## src/rtl/branch_predict_resolve.sv

```systemverilog
// rtl/branch_predict_resolve.sv - Branch condition resolver with 2-bit BHT predictor and mispredict counter
module branch_predict_resolve #(
    parameter int DATA_W    = 32,
    parameter int PC_W      = 32,
    parameter int BHT_DEPTH = 64,
    parameter int CNT_W     = 16
) (
    input  logic              clk,
    input  logic              rst_n,
    input  logic              pred_valid,
    input  logic [PC_W-1:0]   pred_pc,
    output logic              pred_out_vld,
    output logic              pred_taken,
    input  logic              res_valid,
    input  logic [PC_W-1:0]   res_pc,
    input  logic [DATA_W-1:0] rs_data,
    input  logic [DATA_W-1:0] rt_data,
    input  logic [2:0]        Branch_type,
    input  logic              res_pred,
    output logic              res_out_vld,
    output logic              res_taken,
    output logic              mispredict,
    output logic [CNT_W-1:0]  mispred_cnt,
    input  logic              cnt_clr
);
    localparam int IDX_W = $clog2(BHT_DEPTH);

    logic [1:0]       bht [BHT_DEPTH];
    logic [IDX_W-1:0] pred_idx;
    logic [IDX_W-1:0] res_idx;
    logic             cond_taken;
    logic             mispred_d;
    logic             upd_en;
    logic [1:0]       upd_old;
    logic [1:0]       upd_val;
    logic             rs_neg;
    logic             rs_zero;
    logic             unused_pc_bits;

    assign pred_idx = pred_pc[IDX_W+1:2];
    assign res_idx  = res_pc[IDX_W+1:2];
    assign unused_pc_bits = ^{pred_pc[PC_W-1:IDX_W+2], pred_pc[1:0],
                              res_pc[PC_W-1:IDX_W+2], res_pc[1:0]};

    assign rs_neg  = rs_data[DATA_W-1];
    assign rs_zero = (rs_data == '0);

    always_comb begin
        cond_taken = 1'b0;
        case (Branch_type)
            3'b001:  cond_taken = (rs_data == rt_data);
            3'b010:  cond_taken = (rs_data != rt_data);
            3'b011:  cond_taken = rs_neg;
            3'b100:  cond_taken = rs_neg | rs_zero;
            3'b101:  cond_taken = ~rs_neg & ~rs_zero;
            3'b110:  cond_taken = ~rs_neg;
            default: cond_taken = 1'b0;
        endcase
    end

    assign mispred_d = res_valid & (cond_taken != res_pred);
    assign upd_en    = res_valid & (Branch_type != 3'b000) & (Branch_type != 3'b111);
    assign upd_old   = bht[res_idx];

    // Saturating 2-bit counter step
    always_comb begin
        upd_val = upd_old;
        if (cond_taken) begin
            if (upd_old != 2'b11) upd_val = upd_old + 2'd1;
        end else begin
            if (upd_old != 2'b00) upd_val = upd_old - 2'd1;
        end
    end

    // Lookup reads bht before this edge's update lands, giving pre-update value on same-index collision
    always_ff @(posedge clk or negedge rst_n) begin
        if (!rst_n) begin
            for (int i = 0; i < BHT_DEPTH; i++) bht[i] <= 2'b01;
        end else if (upd_en) begin
            bht[res_idx] <= upd_val;
        end
    end

    always_ff @(posedge clk or negedge rst_n) begin
        if (!rst_n) begin
            pred_out_vld <= 1'b0;
            pred_taken   <= 1'b0;
            res_out_vld  <= 1'b0;
            res_taken    <= 1'b0;
            mispredict   <= 1'b0;
        end else begin
            pred_out_vld <= pred_valid;
            pred_taken   <= pred_valid & bht[pred_idx][1];
            res_out_vld  <= res_valid;
            res_taken    <= res_valid & cond_taken;
            mispredict   <= mispred_d;
        end
    end

    always_ff @(posedge clk or negedge rst_n) begin
        if (!rst_n) begin
            mispred_cnt <= '0;
        end else if (cnt_clr) begin
            mispred_cnt <= '0;
        end else if (mispred_d && (mispred_cnt != '1)) begin
            mispred_cnt <= mispred_cnt + CNT_W'(1);
        end
    end
endmodule

```

## config.mk

```make
export PLATFORM = sky130hd
export DESIGN_NAME = branch_predict_resolve
export DESIGN_NICKNAME = d
export VERILOG_FILES = /design/src/rtl/branch_predict_resolve.sv
export SDC_FILE = /design/constraint.sdc
export NUM_CORES = 1
export LEC_CHECK = 0
export BUFFER_PORTS_ARGS = -buffer_cell sky130_fd_sc_hd__buf_4
export CAP_MARGIN = 10
export CELL_PAD_IN_SITES_DETAIL_PLACEMENT = 1
export CELL_PAD_IN_SITES_GLOBAL_PLACEMENT = 1
export CORE_MARGIN = 2
export CORE_UTILIZATION = 35
export CTS_CLUSTER_DIAMETER = 40
export CTS_CLUSTER_SIZE = 14
export DETAILED_ROUTE_END_ITERATION = 10
export PLACE_DENSITY_LB_ADDON = 0.2
export SLEW_MARGIN = 10
export SYNTH_ARGS = -nofsm -noshare
export SYNTH_HDL_FRONTEND = slang
export SYNTH_SLANG_ARGS = --single-unit
```

## constraint.sdc

```tcl
create_clock -name clk -period 6.4 [get_ports clk]
set_input_delay 0.64 -clock clk [delete_from_list [all_inputs] [get_ports clk]]
set_output_delay 0.64 -clock clk [all_outputs]
set_load 0.01 [all_outputs]
```

### Word-level counts from Yosys, hierarchy flattened

Cells that the tools add are included.

| word-level totals | value |
|---|---|
| word-level logic and storage cells | 120 |
| memories | 0 |
| RAM bits | 0 |
| output and inout bits | 21 |
| input port bits | 137 |
| latch bits | 0 |
| memory bits (read-only) | 0 |
| bits in registers | 149 |

| cells by class | value |
|---|---|
| equal/unequal tests | 12 |
| add/subtract/negate cells | 3 |
| multipliers | 0 |
| reductions and logical operators | 6 |
| order comparisons | 3 |
| divide/modulo/power cells | 0 |
| bitwise logic cells | 11 |
| mux-type cells | 15 |
| shift operators | 0 |

Operator list:

| cell | count |
|---|---|
| 128-bit bitwise mux | 1 |
| 32-bit equality test | 1 |
| 32-bit zero test | 1 |
| 16-bit two-way mux | 2 |
| 32-bit inequality test | 1 |
| 2-bit binary-select mux with 6-bit select | 2 |
| 16-bit by 1-bit adder with 16-bit output (second input constant) | 1 |
| 2-bit two-way mux | 8 |
| 16-bit inequality test (second input constant) | 1 |
| 7-bit greater-or-equal comparator (second input constant) | 2 |
| 6-bit inverter with 7-bit output | 2 |
| 2-bit demux with 6-bit select | 1 |
| 3-bit equality test (second input constant) | 3 |
| 7-bit by 1-bit < comparator with 1-bit output (second input constant) | 1 |
| 1-bit bitwise AND | 6 |
| 3-bit by 2-bit equality test with 1-bit output (second input constant) | 2 |
| 1-bit one-hot mux with 6 select lines | 1 |
| 2-bit nonzero test | 2 |
| 3-bit by 1-bit equality test with 1-bit output (second input constant) | 1 |
| 3-bit inequality test (second input constant) | 1 |
| 3-bit nonzero test | 1 |
| 2-bit by 1-bit adder with 2-bit output (second input constant) | 1 |
| 1-bit logical AND | 2 |
| 2-bit inequality test (second input constant) | 1 |
| other kinds (4) | 5 |

### Logic depth before layout (Yosys ltp)

Gate-level depths: netlist (run 1).

| depth | value |
|---|---|
| depth after elaboration | 9 |
| depth in mapped cells | 13 |
| gate-level depth less buffers | 9 |

### Worst setup path after synthesis (run 1)

OpenSTA, ideal clock, no wires.

| timing | value |
|---|---|
| kind | input to register |
| start | in res_pc[3] |
| end | reg bht[121] (netlist name) |
| path slack | 3.517 ns |
| stages on the path | 10 |
| arrival time | 2.741 ns |
| required time | 6.259 ns |
| path through | buf_2 mux4_2 mux2_2 nand2_1 o21ai_1 nor4_4 nand2_1 a21oi_4 buf_6 a31oi_1 |

| on the way | value |
|---|---|
| word-level cells in the longest chain between the ends | 8 |

RTL lines:

| item | line | source |
|---|---|---|
| start: declaration | 15 | `input logic [PC_W-1:0] res_pc,` |
| 6-bit inverter with 7-bit output (not written as such) * | 63, 80 |  |
| 2-bit binary-select mux with 6-bit select | 63 | `assign upd_old = bht[res_idx];` |
| 2-bit two-way mux (not written as such) (2 in a row) | 63 |  |
| 2-bit by 1-bit subtractor with 2-bit output (tied with other cells) | 71 | `if (upd_old != 2'b00) upd_val = upd_old - 2'd1;` |
| 2-bit two-way mux (on tied branches) | 71, 69 |  |
| 2-bit two-way mux | 68 | `if (cond_taken) begin` |
| 128-bit bitwise mux * | 80 | `bht[res_idx] <= upd_val;` |
| end signal: indexed assignment | 80 |  |
| end: declaration | 28 | `logic [1:0] bht [BHT_DEPTH];` |

Every way passes the cells marked *; elsewhere a longest branch is shown, timed or not. The select of a mux whose other input is x is not followed.
A chain may end at the register's enable or synchronous reset.

### Worst setup path after layout (run 1)

| timing | value |
|---|---|
| start | in res_pc[2] |
| end | reg bht[46] (netlist name) |

The elaborated chain is that of the path after synthesis.

==> key figures, run 1 <==
Run status
  • Run status: finished, final reports clean

Power and ir drop
  • Sequential share of power: 0.440
  • Int Power: 1.94 mW
  • Max VDD drop: 149 uV
  • Combinational share of power: 0.188
  • Psw: 0.794 mW
  • Clock share of power: 0.372
  • Sw frac: 0.291
  • Leak: 3.92 nW
  • Power per cell area: 270 nW/um^2
  • Total Power: 2.73 mW

Worst setup path
  • Buffer and inverter count on the worst path: 2
  • Max incr delay on CP: 660 ps
  • Worst setup EP type: register
  • Max FO, Critical Path: 59
  • RR Startpoint: bht[91]
  • CP delay by family, top: buffers and inverters
  • Slowest CP cell: o21ai_4
  • Critical Path RT: 6750 ps
  • WP data arrival: 4080 ps
  • Crit path cell chain: buf_4 > mux4_2 > mux2i_1 > o22ai_1 > nor4_4 > nor2_1 > o21ai_4 > buf_4 > o21ai_0
  • Critical path startpoint category: input port
  • CP Class: in2reg
  • CP dominant cell by count: buf_4
  • Worst Setup SP: res_pc[2]

Yosys
  • Top-area cell type share of the netlist area: 0.249
  • Post-synth top flop: dfrtp_1
  • FFs w/ async S/R, synth: 1.00
  • Sequential share of the synthesized area: 0.445
  • Syn Inst Count: 908
  • Synthesized area: 8550 um^2
  • #FFs+latches synth: 149
  • Number of synthesized flops with an enable pin: 0
  • Most frequent cell after synthesis: nor2_1
  • Syn nets: 1046
  • Synth Area per Inst: 9.42 um^2
  • Ys Warns: 0
  • Yosys cell types: 65
  • Synth top area cells: dfrtp_1 (25%), dfstp_2 (20%), mux4_2 (10%)
  • Commonest cells post-synth: nor2_1 (144), nand2_1 (141), dfrtp_1 (85)
  • Largest area contributor in the synthesized netlist: dfrtp_1

Detailed routing
  • Met2 Wirelength: 12500 um
  • DRT Pass-1 Iters: 4
  • Routed wire length: 26100 um
  • DRT antenna net count: 0
  • Vias: 7179
  • Drt wl/cell: 19.8 um
  • Drt drc: 0
  • Top sig layer: met4
  • Met1 wire length: 12000 um
  • Number of DRC markers in iteration 0: 403
  • Vias/cell: 5.43
  • DR WL met3: 1400 um

Cells and area
  • Layout cells sized above 1: 0.267
  • # nets final: 1123
  • Diodes inserted: 0
  • Area added between synthesis and finish: 18.5%
  • Fillcell total: 2739
  • Final Util: 0.419

Placed design
  • Post-DP HPWL: 17400 um
  • GP Congestion: 0.732
  • Port bufs: 105

Floorplanning
  • Floorplan die height: 160 um
  • Initial Util: 0.354
  • Row count: 57
  • Die width: 160 um
  • Area of the core: 24200 um^2
  • Die Area: 25700 um^2
  • I/O Pins: 158

Hold path
  • Worst min path class: in2reg
  • Hold_sp: pred_valid

CTS
  • CTS Hold Bufs: 0
  • CTS tree: done
  • Num CTS Buffers: 17
  • Root Buffer: clkbuf_16
  • Worst-path clk slew: 60 ps
  • Clock buffer depth: 2
  • Post-CTS setup buffers: 0
  • H-tree depth: 4
  • Clk sinks: 149
  • Worst-skew pair later-pin latency: 450 ps
  • Post-cts resize count: 0

Timing
  • Clock skew: 13.8 ps
  • Slew headroom: 0.252
  • # setup viols final: 0
  • Fin. Hold Viols: 0
  • Fin crit period: 3730 ps
  • Final Max Slew Viols: 0
  • Unrepaired setup endpoints after global routing: false
  • Final setup TNS: 0 ps
  • Top achievable clock speed: 268 MHz
  • Period utilization: 0.583
  • Worst-Margin Slew: 1110 ps

Global routing
  • Largest net degree at the start of global routing: 101
  • First-pass GRT wire length: 42200 um
  • Initial antenna violation count: 0
  • Total grt overflow: 0
  • Vias in the first global route: 7593
  • Overall Global Routing Usage: 0.210

Job
  • Max-Cap Viols: 0
## area by class of cell
cell class	instances	area, um^2	area share
clock buffer	22	497	0.0490
clock inverter	10	92.6	0.00914
multi-input combinational	694	4420	0.437
sequential	149	3810	0.376
timing repair buffer	116	875	0.0863
tap	324	405	0.0400
inverter	7	26.3	0.00259
## worst reg2reg max path, cell delays in order, from the launching register on
cell and delay [ps]:
dfrtp_1 410, mux4_2 460, mux2_2 280, nand2_1 70, o21ai_1 130, nor4_4 360, nor2_1 130, o21ai_4 660
buf_4 460, o21ai_0 160
## logic make-up after synthesis
logic type,share of synthesized area
and+or+nand+nor,0.207
AOI/OAI and AO/OA,0.139
DFF,0.445
muxes,0.134
buffers and inverters,0.0386
xor gates and xnor gates,0.0348
adders and majority gates,0.00146
## through the flow
step                      instances  cell area [um^2]  setup slack [ps]  hold slack (ps)
final                          1322             10100              2670              310
after global routing           1322             10100              2360              295
after CTS                      1322             10100              2670              295
after detailed placement       1290              9540              2190              471
after global placement         1290              9540              2260              461
after floorplan                 908              8550              3520              344
## registers in the layout (all words and copies together) (netlist names)
register / count
bht: 128
mispred_cnt: 16
mispredict: 1
pred_out_vld: 1
pred_taken: 1
res_out_vld: 1
res_taken: 1
## cell usage in the layout, fill, tap and decap left out, types with 3 or more instances in the layout
| cell | synthesis | routed |
|---|---|---|
| nor2b_1 | 7 | 7 |
| nand3_1 | 19 | 19 |
| a221oi_1 | 3 | 3 |
| dfstp_2 | 64 | 64 |
| nor4_1 | 9 | 9 |
| a22o_1 | 3 | 3 |
| or4_1 | 7 | 7 |
| or3_1 | 4 | 4 |
| clkbuf_16 | 0 | 19 |
| o21ai_0 | 70 | 70 |
| o31ai_1 | 9 | 9 |
| mux2i_1 | 22 | 22 |
| and3b_1 | 3 | 3 |
| buf_4 | 3 | 115 |
| dfrtp_1 | 85 | 85 |
| nor3_1 | 7 | 7 |
| inv_1 | 6 | 6 |
| nand3b_1 | 9 | 9 |
| nor2_1 | 144 | 144 |
| nand4_1 | 12 | 12 |
| o211ai_1 | 6 | 6 |
| a31oi_1 | 9 | 9 |
| xnor2_1 | 33 | 33 |
| and3_1 | 4 | 4 |
| mux4_2 | 38 | 38 |
| and2_1 | 6 | 6 |
| nand2_1 | 141 | 141 |
| clkinvlp_4 | 0 | 3 |
| mux2_2 | 6 | 6 |
| a21oi_1 | 78 | 78 |
| a211oi_1 | 3 | 3 |
## final timing paths
check	cells after the start	slack, ps	end
setup / recovery	9	2670	bht[46]
hold / removal	1	310	pred_out_vld
setup reg to reg	9	3190	bht[46]
hold reg to reg	2	480	bht[24]
max in group asynchronous	2	4820	bht[1]
min in group asynchronous	1	330	mispred_cnt[4]
## power groups by stage
stage | logic, mW | clock network [mW] | registers (mW)
after floorplan | 0.355 | 0 | 1.18
after global placement | 0.503 | 0 | 1.21
after detailed placement | 0.517 | 0 | 1.21
after CTS | 0.519 | 1.04 | 1.20
after global routing | 0.571 | 1.07 | 1.22
final | 0.514 | 1.02 | 1.20
## layer usage
metal,GRT usage,vias up
li1,-,3378
met1,0.286,3593
met2,0.347,191
met3,0.0488,17
met4,0.0438,0
met5,0,-
Note: power is estimated with default switching activity, not from simulation.
==> inputs of run 2 (changes only) <==
clock period = 3.3 ns   (was 6.4 ns; I/O delays follow)
==> key figures, run 2 (synthesized netlist as in run 1, its figures left out) <==
Cells and area
  • # nets final: 1154
  • Layout cells sized above 1: 0.289
  • Commonest non-fill, non-tap cells in the layout: nor2_1 (144), nand2_1 (141), buf_4 (141)
  • Design Area, Final: 10500 um^2
  • Final Util: 0.433
  • Max reg flops: 128
  • Diodes inserted: 0
  • Largest Register: bht
  • Top flop regs: bht: 128 flops, mispred_cnt: 16 flops
  • Area added between synthesis and finish: 22.3%
  • Most common cell after layout, fill and taps aside: nor2_1

Floorplanning
  • Die Area: 25700 um^2
  • Row count: 57
  • Area of the core: 24200 um^2
  • Floorplan die height: 160 um
  • Die width: 160 um
  • Initial Util: 0.354
  • I/O Pins: 158

Hold path
  • Hold-critical path endpoint: res_out_vld
  • Worst min path class: in2reg
  • Hold depth: 1
  • Hold_sp: res_valid

Power and ir drop
  • Leak: 4.12 nW
  • Max VDD drop: 322 uV
  • Clock share of power: 0.389
  • Int Power: 3.96 mW
  • Sequential share of power: 0.420
  • Psw: 1.57 mW
  • Combinational share of power: 0.190
  • Sw frac: 0.284
  • Power per cell area: 529 nW/um^2

Worst setup path
  • Crit path cell chain: mux4_2 > mux2_2 > nand2_1 > o21ai_1 > nor4_4 > nor2_1 > o21ai_4 > buf_4 > o21ai_0
  • Worst setup EP type: register
  • Max incr delay on CP: 490 ps
  • Max FO, Critical Path: 20
  • Slowest CP cell: o21ai_4
  • CP delay by family, top: multiplexers
  • Critical path startpoint category: register
  • Reg2reg setup slack: 520 ps
  • WP data arrival: 3130 ps
  • RR Startpoint: bht[83]
  • Worst r2r dst: bht[46]
  • Buffer and inverter count on the worst path: 1
  • Critical Path RT: 3640 ps
  • CP Class: reg2reg
  • Reg2Reg Depth: 9

CTS
  • Clock buffer depth: 2
  • Worst-path clk slew: 60 ps
  • CTS tree: done
  • H-tree depth: 4
  • Worst-skew pair later-pin latency: 430 ps
  • Clk sinks: 149
  • Root Buffer: clkbuf_16
  • Num CTS Buffers: 17
  • Post-cts resize count: 0

Timing
  • Clock skew: 12.6 ps
  • Final setup TNS: 0 ps
  • Slew headroom: 0.465
  • Fin crit period: 2780 ps
  • Fin. Hold Viols: 0
  • Top achievable clock speed: 359 MHz
  • # setup viols final: 0
  • Period utilization: 0.844
  • Final Max Slew Viols: 0
  • Unrepaired setup endpoints after global routing: false
  • Worst-Margin Slew: 800 ps

Global routing
  • Initial antenna violation count: 0
  • First-pass GRT wire length: 43400 um
  • Overall Global Routing Usage: 0.216
  • Total grt overflow: 0
  • Vias in the first global route: 7838
  • Largest net degree at the start of global routing: 66

Placed design
  • Port bufs: 105
  • Placed Area: 9790 um^2
  • Post-DP HPWL: 18700 um
  • GP Congestion: 0.777

Detailed routing
  • Vias: 7349
  • Drt drc: 0
  • Number of DRC markers in iteration 0: 394
  • Drt wl/cell: 19.7 um
  • Routed wire length: 26700 um
  • DRT antenna net count: 0
  • Vias/cell: 5.43
  • DRT Pass-1 Iters: 4

Job
  • Max-Cap Viols: 0

Run status
  • Run status: finished, final reports clean
## run 2: final cells by class
type / instances / area [um^2]
fillers: 2743 / 13700
multi-input cells: 694 / 4420
flip-flops and latches: 149 / 3810
repair buffers: 147 / 1150
clock buffers: 20 / 489
well taps: 324 / 405
clock inverters: 12 / 156
inverters: 7 / 26.3
## run 2: how the worst max path moves through the flow
stage | cells past startpoint | endpoint | from
2_1_floorplan | 10 | bht[121] | res_pc[3]
3_3_place_gp | 10 | bht[28] | res_pc[2]
3_5_place_dp | 10 | bht[20] | res_pc[2]
4_1_cts | 9 | bht[22] | bht[83]
5_1_grt | 10 | bht[10] | res_pc[2]
6_report | 9 | bht[46] | bht[83]
## run 2: worst reg2reg max path, cell delays in order (launching register included)
cell,delay (ps)
dfrtp_1,400
mux4_2,470
mux2_2,300
nand2_1,70
o21ai_1,100
nor4_4,340
nor2_1,130
o21ai_4,490
buf_4,290
o21ai_0,110
## run 2: timing repair
action                    4_1_cts  5_1_grt
hold buffers                    2        0
hold endpoints to repair       33        0
setup buffers                   0        0
## run 2: power groups by stage
stage / clock (mW) / combinational, mW / sequential [mW]
finish: 2.15 / 1.05 / 2.33
global route: 2.26 / 1.17 / 2.36
CTS: 2.19 / 1.06 / 2.33
detailed placement: 0 / 1.06 / 2.35
global placement: 0 / 1.03 / 2.35
floorplan: 0 / 0.689 / 2.30
## run 2: layer usage
layer	global-route usage	vias up	wire length [um]
li1	-	3450	-
met1	0.287	3686	12000
met2	0.361	192	13000
met3	0.0483	21	1400
met4	0.0487	0	306
met5	0	-	0
## run 2: stage by stage
| step | hold slack (ps) | worst slack [ps] | total power, mW | instances |
|---|---|---|---|---|
| floorplan | 34.4 | 727 | 2.99 | 908 |
| global placement | 392 | 80.6 | 3.37 | 1319 |
| detailed placement | 389 | 9.90 | 3.41 | 1319 |
| CTS | 47.8 | 474 | 5.59 | 1353 |
| global route | 54.3 | 284 | 5.79 | 1353 |
| finish | 62.6 | 516 | 5.53 | 1353 |
